File: src/rtl/uart_prog_loader.sv
// uart_prog_loader: receive-side UART program loader. Deserialises an 8N1 frame
// stream and packs the bytes little-endian into 32-bit words. Each word is
// written to instruction memory at incrementing word addresses until the EOF
// word arrives or memory is full.
// Optional feature macro: UART_PARITY_EN (8E1 frames with a parity check).
module uart_prog_loader #(
    parameter int          CLKS_PER_BIT = 347,
    parameter int          ADDR_W       = 10,
    parameter logic [31:0] EOF_WORD     = 32'h00000FFF
) (
    input  logic              wb_clk_i,
    input  logic              wb_rst_i,
    input  logic              en_i,
    input  logic              rx_i,
    output logic              ready_o,
    output logic              mem_we_o,
    output logic [ADDR_W-1:0] mem_addr_o,
    output logic [31:0]       mem_wdata_o,
    output logic              done_o,
    output logic              frame_err_o,
    output logic              parity_err_o
);
    localparam int                CNT_W     = $clog2(CLKS_PER_BIT);
    localparam logic [CNT_W-1:0]  FULL_TICK = CNT_W'(CLKS_PER_BIT - 1);
    localparam logic [CNT_W-1:0]  HALF_TICK = CNT_W'(CLKS_PER_BIT / 2 - 1);
    localparam logic [ADDR_W-1:0] ADDR_MAX  = {ADDR_W{1'b1}};

    typedef enum logic [2:0] {
        ST_IDLE   = 3'd0,
        ST_START  = 3'd1,
        ST_DATA   = 3'd2,
`ifdef UART_PARITY_EN
        ST_PARITY = 3'd4,
`endif
        ST_STOP   = 3'd3
    } state_t;

`ifdef UART_PARITY_EN
    // Even parity bit for a data byte (bit value that makes the total count of ones even).
    function automatic logic even_parity(input logic [7:0] d);
        return ^d;
    endfunction
`endif

    logic              rx_meta_r, rx_sync_r;
    state_t            state_r, state_s;
    logic [CNT_W-1:0]  clk_cnt_r;
    logic [2:0]        bit_cnt_r;
    logic [7:0]        shift_r;
    logic              half_tick_s, full_tick_s;
    logic              cnt_clr_s, bit_clr_s, shift_en_s, stop_smp_s, par_chk_s;
    logic              par_ok_s, byte_valid_s, frame_err_set_s;
    logic [1:0]        byte_idx_r;
    logic [31:0]       word_r, word_full_s, wdata_r;
    logic [ADDR_W-1:0] addr_r;
    logic              we_r, done_r, frame_err_r, ready_r;

    assign half_tick_s = (clk_cnt_r == HALF_TICK);
    assign full_tick_s = (clk_cnt_r == FULL_TICK);

    // Two-flop synchroniser for the asynchronous serial input (idles high).
    always_ff @(posedge wb_clk_i or posedge wb_rst_i) begin
        if (wb_rst_i) begin
            rx_meta_r <= 1'b1;
            rx_sync_r <= 1'b1;
        end else begin
            rx_meta_r <= rx_i;
            rx_sync_r <= rx_meta_r;
        end
    end

    // RX FSM state register; disabling the loader parks it in IDLE.
    always_ff @(posedge wb_clk_i or posedge wb_rst_i) begin
        if (wb_rst_i)   state_r <= ST_IDLE;
        else if (!en_i) state_r <= ST_IDLE;
        else            state_r <= state_s;
    end

    // RX FSM next-state logic: mid-bit sampling, start-bit glitch reject, no full stop-bit wait.
    always_comb begin
        state_s = state_r;
        case (state_r)
            ST_IDLE:  if (!rx_sync_r) state_s = ST_START; else state_s = ST_IDLE;
            ST_START: begin
                if (half_tick_s) state_s = rx_sync_r ? ST_IDLE : ST_DATA;
                else             state_s = ST_START;
            end
            ST_DATA: begin
`ifdef UART_PARITY_EN
                if (full_tick_s && (bit_cnt_r == 3'd7)) state_s = ST_PARITY;
`else
                if (full_tick_s && (bit_cnt_r == 3'd7)) state_s = ST_STOP;
`endif
                else                                    state_s = ST_DATA;
            end
`ifdef UART_PARITY_EN
            ST_PARITY: if (full_tick_s) state_s = ST_STOP; else state_s = ST_PARITY;
`endif
            ST_STOP:  if (full_tick_s) state_s = ST_IDLE; else state_s = ST_STOP;
            default:  state_s = ST_IDLE;
        endcase
    end

    // RX FSM outputs: counter control and per-state sample strobes.
    always_comb begin
        cnt_clr_s  = 1'b0;
        bit_clr_s  = 1'b0;
        shift_en_s = 1'b0;
        stop_smp_s = 1'b0;
        par_chk_s  = 1'b0;
        case (state_r)
            ST_IDLE:   begin cnt_clr_s = 1'b1; bit_clr_s = 1'b1; end
            ST_START:  cnt_clr_s = half_tick_s;
            ST_DATA:   begin cnt_clr_s = full_tick_s; shift_en_s = full_tick_s; end
`ifdef UART_PARITY_EN
            ST_PARITY: begin cnt_clr_s = full_tick_s; par_chk_s = full_tick_s; end
`endif
            ST_STOP:   begin cnt_clr_s = full_tick_s; stop_smp_s = full_tick_s; end
            default:   begin cnt_clr_s = 1'b1; bit_clr_s = 1'b1; end
        endcase
    end

`ifdef UART_PARITY_EN
    logic par_bad_r, parity_err_r;

    // Parity tracking: remember a mismatch for the current frame, sticky error flag.
    always_ff @(posedge wb_clk_i or posedge wb_rst_i) begin
        if (wb_rst_i) begin
            par_bad_r    <= 1'b0;
            parity_err_r <= 1'b0;
        end else if (!en_i) begin
            par_bad_r    <= 1'b0;
            parity_err_r <= 1'b0;
        end else if (bit_clr_s) begin
            par_bad_r    <= 1'b0;
        end else if (par_chk_s && (rx_sync_r != even_parity(shift_r))) begin
            par_bad_r    <= 1'b1;
            parity_err_r <= 1'b1;
        end
    end

    assign par_ok_s     = ~par_bad_r;
    assign parity_err_o = parity_err_r;
`else
    assign par_ok_s     = 1'b1;
    assign parity_err_o = 1'b0;
`endif

    assign byte_valid_s    = stop_smp_s & rx_sync_r & par_ok_s;
    assign frame_err_set_s = stop_smp_s & ~rx_sync_r;
    assign word_full_s     = {shift_r, word_r[23:0]};

    // Bit-timing counter, data bit counter and LSB-first shift register.
    always_ff @(posedge wb_clk_i or posedge wb_rst_i) begin
        if (wb_rst_i) begin
            clk_cnt_r <= '0;
            bit_cnt_r <= 3'd0;
            shift_r   <= 8'h00;
        end else if (!en_i) begin
            clk_cnt_r <= '0;
            bit_cnt_r <= 3'd0;
            shift_r   <= 8'h00;
        end else begin
            clk_cnt_r <= cnt_clr_s ? '0 : clk_cnt_r + CNT_W'(1);
            if (bit_clr_s)       bit_cnt_r <= 3'd0;
            else if (shift_en_s) bit_cnt_r <= bit_cnt_r + 3'd1;
            if (shift_en_s)      shift_r   <= {rx_sync_r, shift_r[7:1]};
        end
    end

    // Word assembler and memory write port; done freezes loading until cleared.
    always_ff @(posedge wb_clk_i or posedge wb_rst_i) begin
        if (wb_rst_i) begin
            byte_idx_r  <= 2'd0;
            word_r      <= 32'h0;
            wdata_r     <= 32'h0;
            addr_r      <= '0;
            we_r        <= 1'b0;
            done_r      <= 1'b0;
            frame_err_r <= 1'b0;
            ready_r     <= 1'b0;
        end else if (!en_i) begin
            byte_idx_r  <= 2'd0;
            word_r      <= 32'h0;
            wdata_r     <= 32'h0;
            addr_r      <= '0;
            we_r        <= 1'b0;
            done_r      <= 1'b0;
            frame_err_r <= 1'b0;
            ready_r     <= 1'b0;
        end else begin
            ready_r <= ~done_r;
            we_r    <= 1'b0;
            if (we_r && (addr_r != ADDR_MAX)) addr_r <= addr_r + {{(ADDR_W-1){1'b0}}, 1'b1};
            if (frame_err_set_s) frame_err_r <= 1'b1;
            if (byte_valid_s && !done_r) begin
                if (byte_idx_r == 2'd3) begin
                    byte_idx_r <= 2'd0;
                    if (word_full_s == EOF_WORD) begin
                        done_r <= 1'b1;
                    end else begin
                        we_r    <= 1'b1;
                        wdata_r <= word_full_s;
                        if (addr_r == ADDR_MAX) done_r <= 1'b1;
                    end
                end else begin
                    word_r[{byte_idx_r, 3'b000} +: 8] <= shift_r;
                    byte_idx_r <= byte_idx_r + 2'd1;
                end
            end
        end
    end

    assign ready_o     = ready_r;
    assign mem_we_o    = we_r;
    assign mem_addr_o  = addr_r;
    assign mem_wdata_o = wdata_r;
    assign done_o      = done_r;
    assign frame_err_o = frame_err_r;
endmodule

File: config.mk
export PLATFORM = sky130hd
export DESIGN_NAME = uart_prog_loader
export DESIGN_NICKNAME = d
export VERILOG_FILES = /design/src/rtl/uart_prog_loader.sv
export SDC_FILE = /design/constraint.sdc
export NUM_CORES = 1
export LEC_CHECK = 0
export ABC_CLOCK_PERIOD_IN_PS = 8600
export BUFFER_PORTS_ARGS = -buffer_cell sky130_fd_sc_hd__buf_2
export CAP_MARGIN = 30
export CELL_PAD_IN_SITES_DETAIL_PLACEMENT = 1
export CELL_PAD_IN_SITES_GLOBAL_PLACEMENT = 1
export CORE_MARGIN = 2
export CORE_UTILIZATION = 35
export CTS_BUF_LIST = sky130_fd_sc_hd__clkbuf_4
export DETAILED_ROUTE_END_ITERATION = 16
export PLACE_DENSITY_LB_ADDON = 0.1
export SLEW_MARGIN = 5
export SYNTH_ARGS = -nofsm -noshare
export SYNTH_HDL_FRONTEND = slang
export SYNTH_SLANG_ARGS = --single-unit
File: constraint.sdc
create_clock -name wb_clk_i -period 8.6 [get_ports wb_clk_i]
set_input_delay 1.72 -clock wb_clk_i [delete_from_list [all_inputs] [get_ports wb_clk_i]]
set_output_delay 1.72 -clock wb_clk_i [all_outputs]
set_load 0.005 [all_outputs]
# == Word-level counts from Yosys, hierarchy flattened ==
# Index checks and enable logic that the tools add are counted.
# op_classes
n_reduce_logical,10
order_cmp,0
n_mux,42
mul,0
div,0
eq_ne,19
n_shift,2
addsub,5
bitwise_logic,4
# op_table
operator,count
32-bit two-way mux,7
32-bit bitwise mux,1
32-bit by 12-bit == test with 1-bit output (second input constant),1
8-bit by 7-bit variable shift with 32-bit output (first input constant),1
8-bit by 7-bit indexed part select with 32-bit output,1
10-bit two-way mux,2
9-bit two-way mux,2
1-bit two-way mux,16
8-bit two-way mux,2
2-bit two-way mux,6
3-bit two-way mux,4
3-bit case mux with 4 select lines,1
10-bit by 1-bit adder with 10-bit output (second input constant),1
10-bit == test (second input constant),1
10-bit inequality test (second input constant),1
2-bit by 1-bit inequality test with 1-bit output (second input constant),5
9-bit by 1-bit adder with 9-bit output (second input constant),1
9-bit by 8-bit == test with 1-bit output (second input constant),1
9-bit == test (second input constant),1
5-bit negator with 7-bit output,1
3-bit by 2-bit == test with 1-bit output (second input constant),2
3-bit AND reduction,2
2-bit inequality test (second input constant),2
3-bit by 1-bit adder with 3-bit output (second input constant),1
other kinds (15),19
# word_totals
reg_bits,105
out_inout_bits,47
in_bits,4
n_memories,0
latch_bits,0
wordCells,96
ramBits,0
mem_bits_ro,0

# == Logic depth before layout (Yosys ltp) ==
# logic_depth
depth_word,6
depth_mapped,7
ltp_nobuf,6

# == Worst setup path before layout ==
# No wires, ideal clock.
# synth_timing
path_type,input -> register
startpoint,in en_i
endpoint,reg word_r[16]
setup_ns,0.080
n_path_buf,1
path_slack_ns,5.591
required_time_ns,8.520
arrival_time_ns,2.929
path_stages,5
cell_sequence,buf_2 > inv_2 > nor4b_1 > nand2_1 > mux2i_1
# synth_via
elab_chain_cells,2
word_cells_on_any_way,4
classes_between,eq/ne: 2; mux: 1; reduce/logical: 1
# synth_rtl
item,line,source
from (decl),13,"input logic en_i,"
2-bit inequality test (no source line) or 2-bit by 1-bit inequality test with 1-bit output (tied branches),n/a,
2-bit AND reduction (no source line),n/a,
"to (signal, indexed assignment)",207,"word_r[{byte_idx_r, 3'b000} +: 8] <= shift_r;"
to (decl),54,"logic [31:0] word_r, word_full_s, wdata_r;"
# Several ways; a longest one is shown, not always the timed one.
# A chain may end at the register's enable or synchronous reset.

# == Final worst setup path ==
# layout_timing
startpoint,in en_i
endpoint,reg word_r[18]
# The elaborated chain is that of the path after synthesis.

==> flow_metrics.py <==
metrics = {
    "run_status": {
        "status": "finished, final reports clean",
    },
    "synth": {
        "yosysWarnings": 0,
        "synth_area_um2": 4590,
        "syn_avg_cell_area_um2": 10.6,
        "syn_inst": 435,
        "synth_edf_count": 0,
        "ys_ff_latch": 96,
        "syn-num-nets": 449,
        "synth_ff_type": "dfrtp_1",
        "synthArstFlopShare_pct": 100,
        "yosysSeqAreaShare_pct": 52.4,
        "yosysUniqueCellTypes": 50,
        "synth_top_area_cell": "dfrtp_1",
        "yosysTopAreaCellShare_pct": 51.3,
        "yosys-top-cells-area": "dfrtp_1 51%, mux2i_1 13%, nand2_1 7.7%, ha_1 2.7%, nand3_1 2.7%",
    },
    "floorplan": {
        "initial_core_util_pct": 36.1,
        "die_area_um2": 14000,
        "ios": 51,
        "chipWidth_um": 119,
        "rows": 41,
        "die_y_um": 119,
        "core_area_um2": 12700,
    },
    "global_route": {
        "grt_pass1_vias": 3460,
        "grt_use_total_pct": 16.1,
        "antenna_found_initial": 0,
        "overflow": 0,
        "grt_max_degree": 83,
        "grt_pass1_wl_mm": 18.1,
    },
    "sta": {
        "post-route-period-util_pct": 38.5,
        "fin_skew_ps": 14.4,
        "tns_ps": 0,
        "setup_viol": 0,
        "max_slew_margin_pct": 46.7,
        "rsz0062_at_grt": "no",
        "hold-worst-slack_ps": 374,
        "slew_viol_final": 0,
        "fmax_mhz": 302,
        "hold_viol": 0,
        "period_needed_ps": 3310,
        "worstMarginPinSlew_ps": 800,
    },
    "layout": {
        "antenna_cells": 0,
        "num-nets-final": 492,
        "syn2layout_area_growth_pct": 11.8,
        "drive_gt1_share_pct": 17.4,
    },
    "drt": {
        "wl_per_cell_um": 16.0,
        "wl_mm": 10.5,
        "dr.pass1.iters": 4,
        "vias": 3363,
        "via_per_inst": 5.13,
        "drt_iter0_markers": 124,
        "drcViolationCount": 0,
        "antenna_left": 0,
    },
    "placed_design": {
        "numPortBuffers": 49,
        "dp_hpwl_mm": 6.96,
        "routabilityCongestion": 0.744,
    },
    "power_and_ir_drop": {
        "peakVddDrop_mv": 0.0750,
        "powerDensity_nw_per_um2": 147,
        "p_leak_uw": 0.00267,
    },
    "setup_path": {
        "critPathKind": "in2reg",
        "required_ps": 8980,
        "cp_max_fo": 82,
        "r2r-start": "shift_r[7]",
        "crit_start": "en_i",
        "arrival_ps": 3690,
        "endpoint_kind": "flip-flop",
        "start_kind": "input port",
    },
    "clock_tree": {
        "clock_path_buffers": 2,
        "cts_hold_repair.buffers": 0,
        "path_clk_slew_ps": 140,
        "cts_tree": "built",
        "post_cts_buffers": 0,
        "htreeDepth": 3,
        "cts-root-buf": "clkbuf_4",
        "clock-sinks": 96,
        "post_cts_resized": 0,
        "clock_latency_ps": 460,
        "cts_buffers": 9,
    },
    "worst_hold_path": {
        "hp-class": "reg2reg",
        "min_from": "rx_meta_r",
    },
    "run": {
        "maxCapViolations": 0,
    },
}
synth_stat cells, types with 5 or more instances:
library cell / number
dfrtp_1: 94
xor2_1: 5
nor4_1: 5
ha_1: 10
mux2i_1: 58
xnor2_1: 5
inv_1: 7
clkbuf_1: 15
nor2_1: 25
a21oi_1: 19
nand4_1: 5
nand3_1: 25
nand2_1: 94
flip-flops by register name (all words and copies together), names as in the netlist, 2 cells and up:
signal,count
word_r,24
bit_cnt_r,3
clk_cnt_r,9
byte_idx_r,2
state_r,2
mem_wdata_o,32
mem_addr_o,10
shift_r,8
cell families after synthesis:
family / count (synthesis) / share of synthesized area (%)
AO/OA/AOI/OAI: 40 / 5.67
XOR/XNOR: 10 / 1.91
adder cells (fa/ha/maj): 10 / 2.73
buffers and inverters: 31 / 3.76
flip-flops: 96 / 52.4
multiplexers: 59 / 13.1
other: 1 / 0.0817
AND/OR/NAND/NOR: 188 / 20.3
stage by stage:
| stage | worst slack (ps) | std cells | cell area (um2) | utilization (%) | power (uW) |
|---|---|---|---|---|---|
| final | 5290 | 655 | 5130 | 40.3 | 752 |
| after global routing | 5090 | 655 | 5130 | 40.3 | 793 |
| after CTS | 5290 | 655 | 5130 | 40.3 | 769 |
| after detailed placement | 4770 | 639 | 4970 | 39.1 | 489 |
| after global placement | 4830 | 637 | 4940 | 38.8 | 487 |
| after floorplan | 4380 | 435 | 4590 | - | 480 |
critical path, cell delays in order:
cell	delay, ps
buf_2	80
buf_4	610
inv_2	450
nor4b_1	390
buf_4	210
nand2_1	60
mux2i_1	140
report_power, final:
part	internal [uW]	switching (uW)	total [uW]
Combinational	4.79	19.4	24.2
Sequential	453	1.72	455
Clock	120	153	273
Total	578	174	752
cells in the final DEF (no fill, tap or decap), drive strengths merged, types with 5 or more instances in the layout:
cell and count:
nand2 97, dfrtp 94, mux2i 58, buf 55, nor2 25, nand3 25
a21oi 19, ha 10, clkbuf 10, inv 8, nor4 6, o21ai 6
nand4 5, xnor2 5, xor2 5, nand4b 5
metal layers:
| layer | GRT usage, % | routed length, um | vias to the layer above |
|---|---|---|---|
| li1 | - | - | 1604 |
| met1 | 21.6 | 4960 | 1707 |
| met2 | 26.0 | 5150 | 47 |
| met3 | 4.25 | 307 | 5 |
| met4 | 3.57 | 91 | 0 |
| met5 | 0 | 0 | - |
cell type report:
| cell class | count | area, um2 |
|---|---|---|
| clock buffers | 10 | 75.1 |
| clock inverters | 6 | 83.8 |
| fillers | 1438 | 7590 |
| inverters | 8 | 32.5 |
| multi-input cells | 308 | 2010 |
| flip-flops and latches | 96 | 2400 |
| well taps | 172 | 215 |
| repair buffers | 55 | 308 |
final timing paths:
path / slack, ps / to / cells after the start
max: 5290 / word_r[18] / 7
min: 370 / rx_sync_r / 0
max reg2reg: 5860 / mem_wdata_o[23] / 5
min in group asynchronous: 1160 / mem_wdata_o[28] / 2
min reg2reg: 370 / rx_sync_r / 0
max in group asynchronous: 6500 / word_r[10] / 4
Power figures use the tool's default switching activity.
